## src/rtl/pipe_stage_fifo.sv

```systemverilog
// pipe_stage_fifo
//   Elastic pipeline-stage buffer: a small FIFO of DEPTH entries, each holding
//   NUM_DATA data words plus a CTRL_W-bit control bundle, with valid/ready
//   handshakes on both sides, a synchronous flush and a saturating counter of
//   downstream stall cycles. Intended to replace the fixed MEM/WB register so
//   that writeback can stall without losing data.
//
// Ports
//   clk        in   rising-edge clock
//   rst_n      in   asynchronous active-low reset
//   flush      in   synchronous flush, drops every stored entry
//   in_valid   in   upstream entry valid
//   in_ready   out  buffer can take an entry this cycle (count < DEPTH)
//   in_data    in   NUM_DATA words, word k at [k*DATA_W +: DATA_W]
//   in_ctrl    in   control bundle
//   out_valid  out  head entry valid (count != 0)
//   out_ready  in   downstream takes the head this cycle
//   out_data   out  head data words, zero when empty
//   out_ctrl   out  head control bundle, zero when empty
//   count      out  number of stored entries
//   stall_cnt  out  saturating count of cycles with out_valid & ~out_ready
module pipe_stage_fifo #(
  parameter int DATA_W   = 32,
  parameter int NUM_DATA = 2,
  parameter int CTRL_W   = 1,
  parameter int DEPTH    = 2,
  parameter int CNT_W    = 16
) (
  input  logic                         clk,
  input  logic                         rst_n,
  input  logic                         flush,
  input  logic                         in_valid,
  output logic                         in_ready,
  input  logic [NUM_DATA*DATA_W-1:0]   in_data,
  input  logic [CTRL_W-1:0]            in_ctrl,
  output logic                         out_valid,
  input  logic                         out_ready,
  output logic [NUM_DATA*DATA_W-1:0]   out_data,
  output logic [CTRL_W-1:0]            out_ctrl,
  output logic [$clog2(DEPTH+1)-1:0]   count,
  output logic [CNT_W-1:0]             stall_cnt
);

  localparam int WORD_W  = NUM_DATA * DATA_W;
  localparam int ENTRY_W = WORD_W + CTRL_W;
  localparam int CNT_B   = $clog2(DEPTH + 1);
  localparam int PTR_W   = (DEPTH > 1) ? $clog2(DEPTH) : 1;

  // Pointer arithmetic and the count width assume a small buffer.
  if (DEPTH < 1 || DEPTH > 8) begin : g_bad_depth
    $error("pipe_stage_fifo: DEPTH must be in 1..8");
  end

  logic [ENTRY_W-1:0] r_mem [DEPTH];
  logic [PTR_W-1:0]   r_wr_ptr;
  logic [PTR_W-1:0]   r_rd_ptr;
  logic [CNT_B-1:0]   r_count;
  logic [CNT_W-1:0]   r_stall;

  logic               w_push;
  logic               w_pop;
  logic [ENTRY_W-1:0] w_head;
  logic [PTR_W-1:0]   w_wr_ptr_inc;
  logic [PTR_W-1:0]   w_rd_ptr_inc;

  // Handshake status depends only on registered state, so in_ready never
  // combinationally follows out_ready.
  assign in_ready  = (r_count < CNT_B'(DEPTH));
  assign out_valid = (r_count != '0);
  assign w_push    = in_valid & in_ready;
  assign w_pop     = out_valid & out_ready;

  // Explicit wrap so that non-power-of-two depths work.
  assign w_wr_ptr_inc = (r_wr_ptr == PTR_W'(DEPTH - 1)) ? '0 : r_wr_ptr + PTR_W'(1);
  assign w_rd_ptr_inc = (r_rd_ptr == PTR_W'(DEPTH - 1)) ? '0 : r_rd_ptr + PTR_W'(1);

  // Empty stage presents all-zero data and control so no stale writeback
  // control can leak downstream.
  assign w_head   = r_mem[r_rd_ptr];
  assign out_data = out_valid ? w_head[WORD_W-1:0] : '0;
  assign out_ctrl = out_valid ? w_head[ENTRY_W-1:WORD_W] : '0;

  assign count     = r_count;
  assign stall_cnt = r_stall;

  // Storage: written only on an accepted push. A flushed push is still not
  // written, though writing would be harmless since the slot is masked.
  always_ff @(posedge clk or negedge rst_n) begin
    if (!rst_n) begin
      for (int i = 0; i < DEPTH; i++) begin
        r_mem[i] <= '0;
      end
    end else if (w_push && !flush) begin
      r_mem[r_wr_ptr] <= {in_ctrl, in_data};
    end
  end

  // Pointers and occupancy.
  always_ff @(posedge clk or negedge rst_n) begin
    if (!rst_n) begin
      r_wr_ptr <= '0;
      r_rd_ptr <= '0;
      r_count  <= '0;
    end else if (flush) begin
      r_wr_ptr <= '0;
      r_rd_ptr <= '0;
      r_count  <= '0;
    end else begin
      if (w_push) begin
        r_wr_ptr <= w_wr_ptr_inc;
      end
      if (w_pop) begin
        r_rd_ptr <= w_rd_ptr_inc;
      end
      case ({w_push, w_pop})
        2'b10:   r_count <= r_count + CNT_B'(1);
        2'b01:   r_count <= r_count - CNT_B'(1);
        default: r_count <= r_count;
      endcase
    end
  end

  // Stall statistics: a flush cycle is not counted, and the counter sticks
  // at all-ones rather than wrapping.
  always_ff @(posedge clk or negedge rst_n) begin
    if (!rst_n) begin
      r_stall <= '0;
    end else if (out_valid && !out_ready && !flush && (r_stall != '1)) begin
      r_stall <= r_stall + CNT_W'(1);
    end
  end

endmodule
```

## config.mk

```make
export PLATFORM = sky130hd
export DESIGN_NAME = pipe_stage_fifo
export DESIGN_NICKNAME = d
export VERILOG_FILES = /design/src/rtl/pipe_stage_fifo.sv
export SDC_FILE = /design/constraint.sdc
export NUM_CORES = 1
export LEC_CHECK = 0
export BUFFER_PORTS_ARGS = -buffer_cell sky130_fd_sc_hd__buf_2
export CAP_MARGIN = 20
export CELL_PAD_IN_SITES_DETAIL_PLACEMENT = 0
export CELL_PAD_IN_SITES_GLOBAL_PLACEMENT = 1
export CORE_AREA = 3 3 131 133
export DETAILED_ROUTE_END_ITERATION = 10
export DIE_AREA = 0 0 134 136
export PLACE_DENSITY = 0.87
export SKIP_LAST_GASP = 1
export SYNTH_ARGS = -nofsm -noshare
export SYNTH_HDL_FRONTEND = slang
export SYNTH_SLANG_ARGS = --single-unit
```

## constraint.sdc

```tcl
create_clock -name clk -period 2.1 [get_ports clk]
set_input_delay 0.315 -clock clk [delete_from_list [all_inputs] [get_ports clk]]
set_output_delay 0.315 -clock clk [all_outputs]
set_load 0.02 [all_outputs]
```

After elaboration in Yosys (flattened, before gate mapping)
Cells that the tools add are included.
{"block": "totals", "output_inout_bits": 85, "word_cells": 49, "inputBits": 70, "ff_bits": 150}
{"block": "op_classes", "n_addsub": 5, "n_reduce_logical": 11, "n_mux": 16, "bitwise": 4, "n_lt_le_gt_ge": 4, "n_eq_ne": 3}
{"op": "65-bit two-way mux", "count": 4}
{"op": "130-bit bitwise mux", "count": 1}
{"op": "65-bit demux with 1-bit select", "count": 1}
{"op": "64-bit two-way mux", "count": 1}
{"op": "16-bit by 1-bit adder with 16-bit output, second input constant", "count": 1}
{"op": "16-bit inequality test, second input constant", "count": 1}
{"op": "1-bit two-way mux", "count": 7}
{"op": "2-bit nonzero test", "count": 3}
{"op": "1-bit logical AND", "count": 5}
{"op": "2-bit >= comparator, second input constant", "count": 2}
{"op": "1-bit NOT with 2-bit output", "count": 2}
{"op": "2-bit case mux with 2 select lines", "count": 1}
{"op": "3-bit nonzero test", "count": 1}
{"op": "1-bit adder, second input constant", "count": 2}
{"op": "2-bit by 1-bit adder with 2-bit output, second input constant", "count": 1}
{"op": "1-bit AND", "count": 2}
{"op": "2-bit by 1-bit equality test with 1-bit output, second input constant", "count": 1}
{"op": "2-bit equality test, second input constant", "count": 1}
{"op": "1-bit zero test", "count": 2}
{"op": "2-bit by 1-bit less-than comparator with 1-bit output, second input constant", "count": 1}
{"op": "2-bit less-than comparator, second input constant", "count": 1}
{"op": "2-bit two-way mux", "count": 1}
{"op": "2-bit by 1-bit subtractor with 2-bit output, second input constant", "count": 1}

Longest topological paths before layout
Gate-level depths: netlist of run 1.
{"block": "depth", "ltp_word": 6, "ltp_mapped": 5, "depth_no_buf": 5}

Least setup slack after synthesis of run 1
OpenSTA, ideal clock, no wires.
{"block": "synth_timing", "path_type": "flip-flop to flip-flop", "startpoint": "reg r_count[1], in the netlist count[1]", "endpoint": "reg r_mem[14] (netlist name)", "n_path_buf": 2, "path_slack_ns": 0.254, "arrival_time_ns": 1.721, "t_required_ns": 1.975, "stages_incl_launch_ff": 6, "setup_ns": 0.125, "path_cell_list": "dfrtp_1 -> nand2b_1 -> nor3b_1 -> buf_2 -> buf_4 -> mux2_2"}
{"block": "synth_via", "elab_chain_cells": 3}
{"element": "start, declared", "line": "57", "rtl": "logic [CNT_B-1:0] r_count;"}
{"element": "start signal, assigned", "line": "116", "rtl": "2'b10: r_count <= r_count + CNT_B'(1);"}
{"element": "start signal, assigned", "line": "117", "rtl": "2'b01: r_count <= r_count - CNT_B'(1);"}
{"element": "start signal, assigned", "line": "118", "rtl": "default: r_count <= r_count;"}
{"element": "2-bit less-than comparator", "line": "68", "rtl": "assign in_ready = (r_count < CNT_B'(DEPTH));"}
{"element": "1-bit AND", "line": "70", "rtl": "assign w_push = in_valid & in_ready;"}
{"element": "1-bit logical AND", "line": "93", "rtl": "end else if (w_push && !flush) begin"}
{"element": "end signal, assigned by index", "line": "94", "rtl": "r_mem[r_wr_ptr] <= {in_ctrl, in_data};"}
{"element": "end, declared", "line": "54", "rtl": "logic [ENTRY_W-1:0] r_mem [DEPTH];"}
No other way between the ends.
A chain may end at the register's enable or synchronous reset.

Final worst setup path of run 1
{"block": "layout_timing", "startpoint": "reg r_rd_ptr", "endpoint": "out out_data[58]"}
{"block": "layout_via", "elab_chain_cells": 5}
{"element": "start, declared", "line": "56", "rtl": "logic [PTR_W-1:0] r_rd_ptr;"}
{"element": "start signal, assigned", "line": "113", "rtl": "r_rd_ptr <= w_rd_ptr_inc;"}
{"element": "1-bit NOT with 2-bit output (not written as such)", "line": "79", "rtl": "assign w_head = r_mem[r_rd_ptr];"}
{"element": "65-bit two-way mux (not written as such) (3 in series)", "line": "79"}
{"element": "64-bit two-way mux", "line": "80", "rtl": "assign out_data = out_valid ? w_head[WORD_W-1:0] : '0;"}
{"element": "end, declared", "line": "38", "rtl": "output logic [NUM_DATA*DATA_W-1:0] out_data,"}
No other way between the ends. The select of a mux whose other input is x is not followed.

==> results.toml, run 1 <==
[worst_setup_path]
crit_fanout = 35
critPathRequiredTime_ns = 1.78
r2r_slack_ns = 0.17
crit_family = "flip-flops"
startpoint = "r_rd_ptr$_DFFE_PN0P_"
path_cells = "buf_16 -> mux2i_1 -> nor2_1 -> buf_2"
worstPathArrival_ns = 1.67
cp-start-kind = "flop"
crit_type = "reg -> out"
endpoint_kind = "output port"
cpMaxStageDelayCell = "dfrtp_4"
worst-path-buf-inv = 2
max_stage_delay_ns = 0.47
r2r-end = "r_mem[25]$_DFFE_PN0P_"
reg2reg_depth = 4
cp_num_cells = 4
worstSetupEndpoint = "out_data[58]"
r2r-start = "count[1]$_DFFE_PN0P_"

[drt]
wl_um = 15000
drc_errors = 0
met2WireLength_um = 7780
wl_per_cell_um = 16.6
wl_met1_um = 6170
antenna_left = 0
viasPerCell = 5.09
drt_iter0_markers = 189
vias = 4599
first_pass_iters = 4
routed-wl-met3_um = 829
top_layer_used = "met4"

[timing]
setup_viol = 0
tns_ns = 0
rsz0062_at_grt = "no"
relSlewSlack = 0.672
fmax_ghz = 0.504
period_needed_ns = 1.98
tightest_slew_ns = 0.493
period_share = 0.944
finalClockSkew_ns = 0.00886
drv_slew = 0
hold_violations = 0

[floorplanning]
die_h_um = 136
initial_core_util = 0.429
fp.dieW_um = 134
core-area_sq_um = 15900
ioPinCount = 155
rows = 46
die_area_sq_um = 18200

[global_routing]
antenna_found_initial = 0
grt_max_degree = 57
gr-total-overflow = 0
globalRouteTotalUtil = 0.173
grt_pass1_wl_um = 25100
grt_pass1_vias = 5022

[clock_tree]
clk_path_buf_depth = 2
worstSkewPairLatency_ns = 0.41
cts.sinks = 150
path_clk_slew_ns = 0.06
numCtsBuffers = 17
cts.htree.levels = 4
cts_root_buf = "clkbuf_16"
cts_tree = "built"

[min_path]
hold_path_class = "in -> reg"
hp-start = "in_data[32]"

[pwr]
vdd_drop_max_uv = 504
p_per_area_nw_per_um2 = 1110
cellLeakagePower_uw = 0.00391

[logic_synthesis]
netlist-cell-type-count = 34
netlist_instances = 519
synth-edff-count = 0
synth_nets = 590
yosysSeqAreaShare = 0.549
yosys_register_bits = 150
synth_top_area_cell = "dfrtp_1"
synth_ff_type = "dfrtp_1"
synth_top_area_frac = 0.549
avgSynthCellArea_sq_um = 13.2
ys_top_cells_by_area = "dfrtp_1 55%, mux2_2 22%, mux2i_1 9.7%"
synth.cell_area_sq_um = 6840
synth-async-reset-ratio = 1.00
yosys_warnings = 0

[placement]
port_buffers = 154
dp_hpwl_um = 10100
gp_congestion = 0.799

[cells_and_area]
final_util = 0.538
final_nets = 746
syn2layout_area_growth_pct = 25.5
drive_above_1_share = 0.499
antenna_cells = 0
fillers = 1354

[flow_run]
cap_violations = 0

[run_status]
status = "finished, final reports clean"
[cell usage after synthesis, types with 4 or more instances]
library cell  instances
buf_4                11
nor3b_1               4
xor2_1               12
nor2_1               73
nand3_1               4
mux2_2              132
clkbuf_1              5
nand4_1               4
a21oi_1               4
buf_2                 9
mux2i_1              66
nor3_1                5
nor4_1                4
dfrtp_1             150
buf_1                 5
inv_1                 4
nand2_1               7
[worst min-delay path by stage]
stage / to / slack (ns) / cells after the start
2_1_floorplan: count[0]$_DFFE_PN0P_ / 0.02 / 0
3_3_place_gp: r_mem[75]$_DFFE_PN0P_ / 0.29 / 1
3_5_place_dp: r_mem[72]$_DFFE_PN0P_ / 0.30 / 1
4_1_cts: r_mem[97]$_DFFE_PN0P_ / 0.12 / 2
5_1_grt: r_mem[22]$_DFFE_PN0P_ / 0.13 / 2
6_report: r_mem[97]$_DFFE_PN0P_ / 0.14 / 2
[flip-flops by register name, indices dropped and copies added (netlist names)]
signal / count
r_mem: 130
r_rd_ptr: 1
r_wr_ptr: 1
stall_cnt: 16
count: 2
[stage by stage]
| step | instance area (sq um) | std cells | setup slack (ns) | hold slack [ns] | total power (uW) |
|---|---|---|---|---|---|
| floorplan | 6840 | 519 | 0.254 | 0.0194 | 5620 |
| global route | 8580 | 904 | 0.0156 | 0.127 | 10000 |
| CTS | 8580 | 904 | 0.00986 | 0.122 | 9610 |
| global placement | 7920 | 870 | 0.227 | 0.287 | 6210 |
| detailed placement | 7920 | 870 | 0.187 | 0.303 | 6370 |
| finish | 8580 | 904 | 0.118 | 0.142 | 9480 |
[placed cells by master, fill, tap and decap left out, drive strengths merged, types with 3 or more instances in the layout]
cell type  Yosys  final
nor4           6      6
a21oi          4      4
nand4          5      5
nor3           5      5
dfrtp        150    150
mux2         133    133
nand3          4      4
xor2          12     12
nor3b          4      4
mux2i         66     66
inv            4      4
clkbuf         5     25
bufinv         0      3
nor2          75     75
nand2          7      7
buf           25    166
[routing by layer]
metal / vias up / global-route usage
met3: 16 / 0.0551
met4: 0 / 0.0543
met5: - / 0
met2: 108 / 0.302
li1: 2128 / -
met1: 2347 / 0.204
[worst register-to-register path, cell delays in order, from the launching register on]
cell	delay [ns]
dfrtp_1	0.46
nand2b_1	0.28
nor3b_2	0.41
buf_12	0.28
mux2_2	0.38
[power by group]
group          leakage, uW  internal [uW]  switching, uW  total, uW
logic              0.00180           1110           1060       2170
registers          0.00180           3680            447       4130
clock network     0.000306           2060           1120       3180
total              0.00391           6850           2630       9480
[repair_timing]
item	CTS	global route
gates resized for setup	2	1
endpoints found under the setup margin	36	34
hold buffers	1	0
buffers inserted	1	0
endpoints found under the hold margin	47	0
[area by class of cell]
cell class	count	area [sq um]	area share
sequential	150	3760	0.438
clock buffer	25	515	0.0601
multi-input combinational	335	2910	0.340
tap	216	270	0.0315
inverter	4	15.0	0.00175
timing repair buffer	167	992	0.116
clock inverter	7	115	0.0134
[cell families after synthesis]
family / synth area share
flops: 0.549
xor+xnor: 0.0179
mux: 0.316
buf+inv: 0.0263
fa+ha+maj: 0.00183
simple gates: 0.0845
compound gates: 0.00421
No activity file was read; power rests on OpenSTA's default activity.
==> inputs of run 2 (changes only) <==
--- a/config.mk
+++ b/config.mk
@@ -12,7 +12,7 @@
 export CORE_AREA = 3 3 131 133
 export DETAILED_ROUTE_END_ITERATION = 10
 export DIE_AREA = 0 0 134 136
-export PLACE_DENSITY = 0.87
+export PLACE_DENSITY = 0.85
 export SKIP_LAST_GASP = 1
 export SYNTH_ARGS = -nofsm -noshare
 export SYNTH_HDL_FRONTEND = slang
==> constraint.sdc (replaced) <==
create_clock -name clk -period 2.2 [get_ports clk]
set_input_delay 0.33 -clock clk [delete_from_list [all_inputs] [get_ports clk]]
set_output_delay 0.33 -clock clk [all_outputs]
set_load 0.02 [all_outputs]
==> results.toml, run 2 (synthesis results as in run 1) <==
[worst_setup_path]
crit_fanout = 16
r2r_slack_ns = 0.24
cp-start-kind = "flop"
r2r-start = "count[1]$_DFFE_PN0P_"
reg2reg_depth = 4
endpoint_kind = "output port"
critPathRequiredTime_ns = 1.87
r2r-end = "r_mem[17]$_DFFE_PN0P_"
worstPathArrival_ns = 1.72
crit_type = "reg -> out"

[pwr]
cellLeakagePower_uw = 0.00390
seqPwrFrac = 0.433
netSwitchingPower_uw = 2560
vdd_drop_max_uv = 522
p_per_area_nw_per_um2 = 1060
p_int_uw = 6550
p_clk_frac = 0.342
swShare = 0.281
combPwrFrac = 0.226

[clock_tree]
clk_path_buf_depth = 2
cts_tree = "built"
cts_root_buf = "clkbuf_16"
cts.htree.levels = 4
cts.sinks = 150
path_clk_slew_ns = 0.06
numCtsBuffers = 17
worstSkewPairLatency_ns = 0.42

[drt]
antenna_left = 0
drt_iter0_markers = 213
wl_per_cell_um = 16.4
drc_errors = 0
vias = 4553
viasPerCell = 5.04
first_pass_iters = 4
wl_um = 14800

[floorplanning]
rows = 46
ioPinCount = 155
core-area_sq_um = 15900
die_h_um = 136
initial_core_util = 0.429
die_area_sq_um = 18200
fp.dieW_um = 134

[run_status]
status = "finished, final reports clean"

[cells_and_area]
final_util = 0.537
design_area_sq_um = 8570
final_common_cell = "buf_2"
syn2layout_area_growth_pct = 25.3
largest_register = "r_mem"
largest_register_ffs = 130
antenna_cells = 0
drive_above_1_share = 0.501
final_nets = 746
final_cell_mix = "153 x buf_2, 149 x dfrtp_1, 132 x mux2_2"

[timing]
rsz0062_at_grt = "no"
period_needed_ns = 2.05
holdWs_ns = 0.154
tightest_slew_ns = 0.526
drv_slew = 0
setup_viol = 0
finalClockSkew_ns = 0.00625
relSlewSlack = 0.646
period_share = 0.932
tns_ns = 0
fmax_ghz = 0.488
hold_violations = 0

[global_routing]
grt_max_degree = 54
grt_pass1_wl_um = 23900
globalRouteTotalUtil = 0.166
gr-total-overflow = 0
grt_pass1_vias = 4838
antenna_found_initial = 1

[placement]
postPlaceCellArea_sq_um = 7910
port_buffers = 154
dp_hpwl_um = 10000
gp_congestion = 0.808

[min_path]
min_path_cells = 2
hp-start = "in_data[35]"
whs_endpoint = "r_mem[35]$_DFFE_PN0P_"
hold_path_class = "in -> reg"

[flow_run]
cap_violations = 0
[run 2: power groups by stage]
stage	combinational [uW]	clock, uW	sequential (uW)
3_5_place_dp	2090	0	3990
6_report	2060	3110	3940
5_1_grt	2250	3320	4040
2_1_floorplan	1460	0	3910
3_3_place_gp	2010	0	3930
4_1_cts	2100	3210	3950
[run 2: worst max-delay path: stages (launching register included)]
cell and delay, ns:
dfrtp_4 0.49, buf_4 0.33, mux2i_1 0.25, nor2_1 0.06, buf_2 0.17
[run 2: what timing repair did]
item,in CTS,in global routing
setup buffers,0,0
endpoints found under the hold margin,50,0
endpoints found under the setup margin,0,20
hold buffers,1,0
resized for setup,0,1
[run 2: final cells by class]
type,count,area (sq um)
Clock buffer,20,467
Clock inverter,12,175
Fill cell,1370,7380
Inverter,4,15.0
Multi-Input combinational cell,335,2910
Sequential cell,150,3760
Tap cell,216,270
Timing Repair Buffer,167,968
[run 2: per-stage QoR]
step           instances  worst slack (ns)  power [uW]
2_1_floorplan        519             0.354        5370
3_3_place_gp         871             0.315        5940
3_5_place_dp         871             0.262        6080
4_1_cts              904            0.0531        9250
5_1_grt              904            0.0222        9600
6_report             904             0.149        9120
[run 2: how the worst max path moves through the flow]
stage | start | to | slack (ns) | cells past startpoint
after global placement | count[1]$_DFFE_PN0P_ | r_mem[57]$_DFFE_PN0P_ | 0.32 | 4
final | r_rd_ptr$_DFFE_PN0P_ | out_data[54] | 0.15 | 4
after global routing | count[1]$_DFFE_PN0P_ | out_data[13] | 0.02 | 4
after detailed placement | count[1]$_DFFE_PN0P_ | r_mem[27]$_DFFE_PN0P_ | 0.26 | 4
after floorplan | count[1]$_DFFE_PN0P_ | r_mem[14]$_DFFE_PN0P_ | 0.35 | 5
after CTS | count[1]$_DFFE_PN0P_ | out_data[58] | 0.05 | 4
[run 2: layer usage]
metal	vias up	share of wire	track usage
met2	114	0.51	0.290
met5	-	0.00074	0
met4	2	0.019	0.0754
met1	2284	0.42	0.192
met3	24	0.051	0.0440
li1	2129	-	-
==> inputs of run 3 (changes only) <==
--- a/config.mk
+++ b/config.mk
@@ -9,10 +9,10 @@
 export CAP_MARGIN = 20
 export CELL_PAD_IN_SITES_DETAIL_PLACEMENT = 0
 export CELL_PAD_IN_SITES_GLOBAL_PLACEMENT = 1
-export CORE_AREA = 3 3 131 133
+export CORE_AREA = 3 3 144 146
 export DETAILED_ROUTE_END_ITERATION = 10
-export DIE_AREA = 0 0 134 136
-export PLACE_DENSITY = 0.85
+export DIE_AREA = 0 0 147 149
+export PLACE_DENSITY = 0.73
 export SKIP_LAST_GASP = 1
 export SYNTH_ARGS = -nofsm -noshare
 export SYNTH_HDL_FRONTEND = slang
==> constraint.sdc (replaced) <==
create_clock -name clk -period 2.2 [get_ports clk]
set_input_delay 0.33 -clock clk [delete_from_list [all_inputs] [get_ports clk]]
set_output_delay 0.33 -clock clk [all_outputs]
set_load 0.01 [all_outputs]
==> results.toml, run 3 (synthesis results as in run 1) <==
[timing]
rsz0062_at_grt = "no"
hold_violations = 0
setup_slack_ns = 0.167
drv_slew = 0
fmax_ghz = 0.492
setup_viol = 0
period_needed_ns = 2.03
relSlewSlack = 0.624
period_share = 0.924
finalClockSkew_ns = 0.00788
tns_ns = 0
holdWs_ns = 0.165
tightest_slew_ns = 0.564

[cells_and_area]
largest_register_ffs = 130
multi_input_area_sq_um = 2910
seqCellArea_sq_um = 3760
final_nets = 744
final_common_cell = "buf_2"
final_cell_mix = "153 x buf_2, 149 x dfrtp_1, 132 x mux2_2"
fillers = 1866
antenna_cells = 0
final_util = 0.436
drive_above_1_share = 0.498
largest_register = "r_mem"
syn2layout_area_growth_pct = 24.6

[drt]
drc_errors = 0
antenna_left = 0
wl_um = 15500
vias = 4602
viasPerCell = 4.84
wl_per_cell_um = 16.3
drt_iter0_markers = 93
first_pass_iters = 4

[worst_setup_path]
endpoint_kind = "output port"
worst-path-buf-inv = 2
cp-start-kind = "flop"
crit_type = "reg -> out"
critPathRequiredTime_ns = 1.87
startpoint = "count[1]$_DFFE_PN0P_"
path_cells = "nor2_4 -> buf_4 -> nor2_1 -> buf_2"
max_stage_delay_ns = 0.46
crit_family = "buffers and inverters"
cpMaxStageDelayCell = "dfrtp_1"
crit_fanout = 31
r2r-start = "count[1]$_DFFE_PN0P_"
worstPathArrival_ns = 1.70

[placement]
pre_cts_ws_ns = 0.268
port_buffers = 154
gp_congestion = 0.701
dp_hpwl_um = 10400

[clock_tree]
cts_tree = "built"
cts.sinks = 150
cts.htree.levels = 4
cts_root_buf = "clkbuf_16"
worstSkewPairLatency_ns = 0.41
postCtsSetupBuffers = 0
clk_path_buf_depth = 2
numCtsBuffers = 17
path_clk_slew_ns = 0.06

[run_status]
status = "finished, final reports clean"

[pwr]
fin_total_pwr_uw = 8500
p_per_area_nw_per_um2 = 998
vdd_drop_max_uv = 516
cellLeakagePower_uw = 0.00384

[global_routing]
globalRouteTotalUtil = 0.145
gr-total-overflow = 0
use_met1 = 0.179
grt_pass1_vias = 5008
grt_util_met3 = 0.0365
grt_max_degree = 58
antenna_found_initial = 0
grt_pass1_wl_um = 25600
grt_use_met2 = 0.248
top_usage_layer = "met2"

[floorplanning]
core-area_sq_um = 19500
die_area_sq_um = 21900
rows = 51
ioPinCount = 155
die_h_um = 149
fp.dieW_um = 147
initial_core_util = 0.350

[flow_run]
cap_violations = 0

[min_path]
hold_path_class = "in -> reg"
hp-start = "in_data[20]"
## run 3: cell types whose count changed in the layout (fill, tap and decap cells not counted)
cell,delta
buf_12,+1
inv_6,+1
clkinv_4,-1
bufinv_16,-3
clkbuf_8,-3
clkinv_2,+2
clkbuf_1,+1
clkinvlp_4,+2
buf_4,-3
## run 3: per-layer routing
layer / vias to the layer above / share of wire
met5: - / 0
met4: 0 / 0.019
met3: 17 / 0.049
met2: 115 / 0.50
met1: 2356 / 0.43
li1: 2114 / -
## run 3: worst paths after layout
kind | depth (start not counted) | endpoint | slack (ns)
worst min-delay path | 2 | r_mem[20]$_DFFE_PN0P_ | 0.17
worst max-delay path | 4 | out_data[1] | 0.17
worst max register to register | 4 | r_mem[41]$_DFFE_PN0P_ | 0.26
max in group asynchronous | 3 | r_mem[19]$_DFFE_PN0P_ | 1.00
min in group asynchronous | 2 | r_mem[38]$_DFFE_PN0P_ | 0.46
worst min register to register | 1 | r_mem[94]$_DFFE_PN0P_ | 0.51
## run 3: power breakdown
part / total (uW) / internal [uW] / switching, uW
Sequential: 3940 / 3510 / 422
Clock: 2680 / 1540 / 1140
Combinational: 1890 / 1050 / 836
Total: 8500 / 6110 / 2390
## run 3: final cells by class
class | instances | area share
multi-input cells | 335 | 0.342
clock inverters | 13 | 0.0129
repair buffers | 165 | 0.113
flip-flops and latches | 150 | 0.441
well taps | 265 | 0.0389
clock buffers | 18 | 0.0504
inverters | 4 | 0.00176
## run 3: through the flow
stage	cell area, sq um	cells
2_1_floorplan	6840	519
3_3_place_gp	7970	918
3_5_place_dp	7970	918
4_1_cts	8520	950
5_1_grt	8520	950
6_report	8520	950
## run 3: repair_timing
action / in CTS / in global routing
resized for setup: 0 / 1
endpoints found under the setup margin: 0 / 12
hold buffers: 1 / 0
endpoints found under the hold margin: 55 / 0
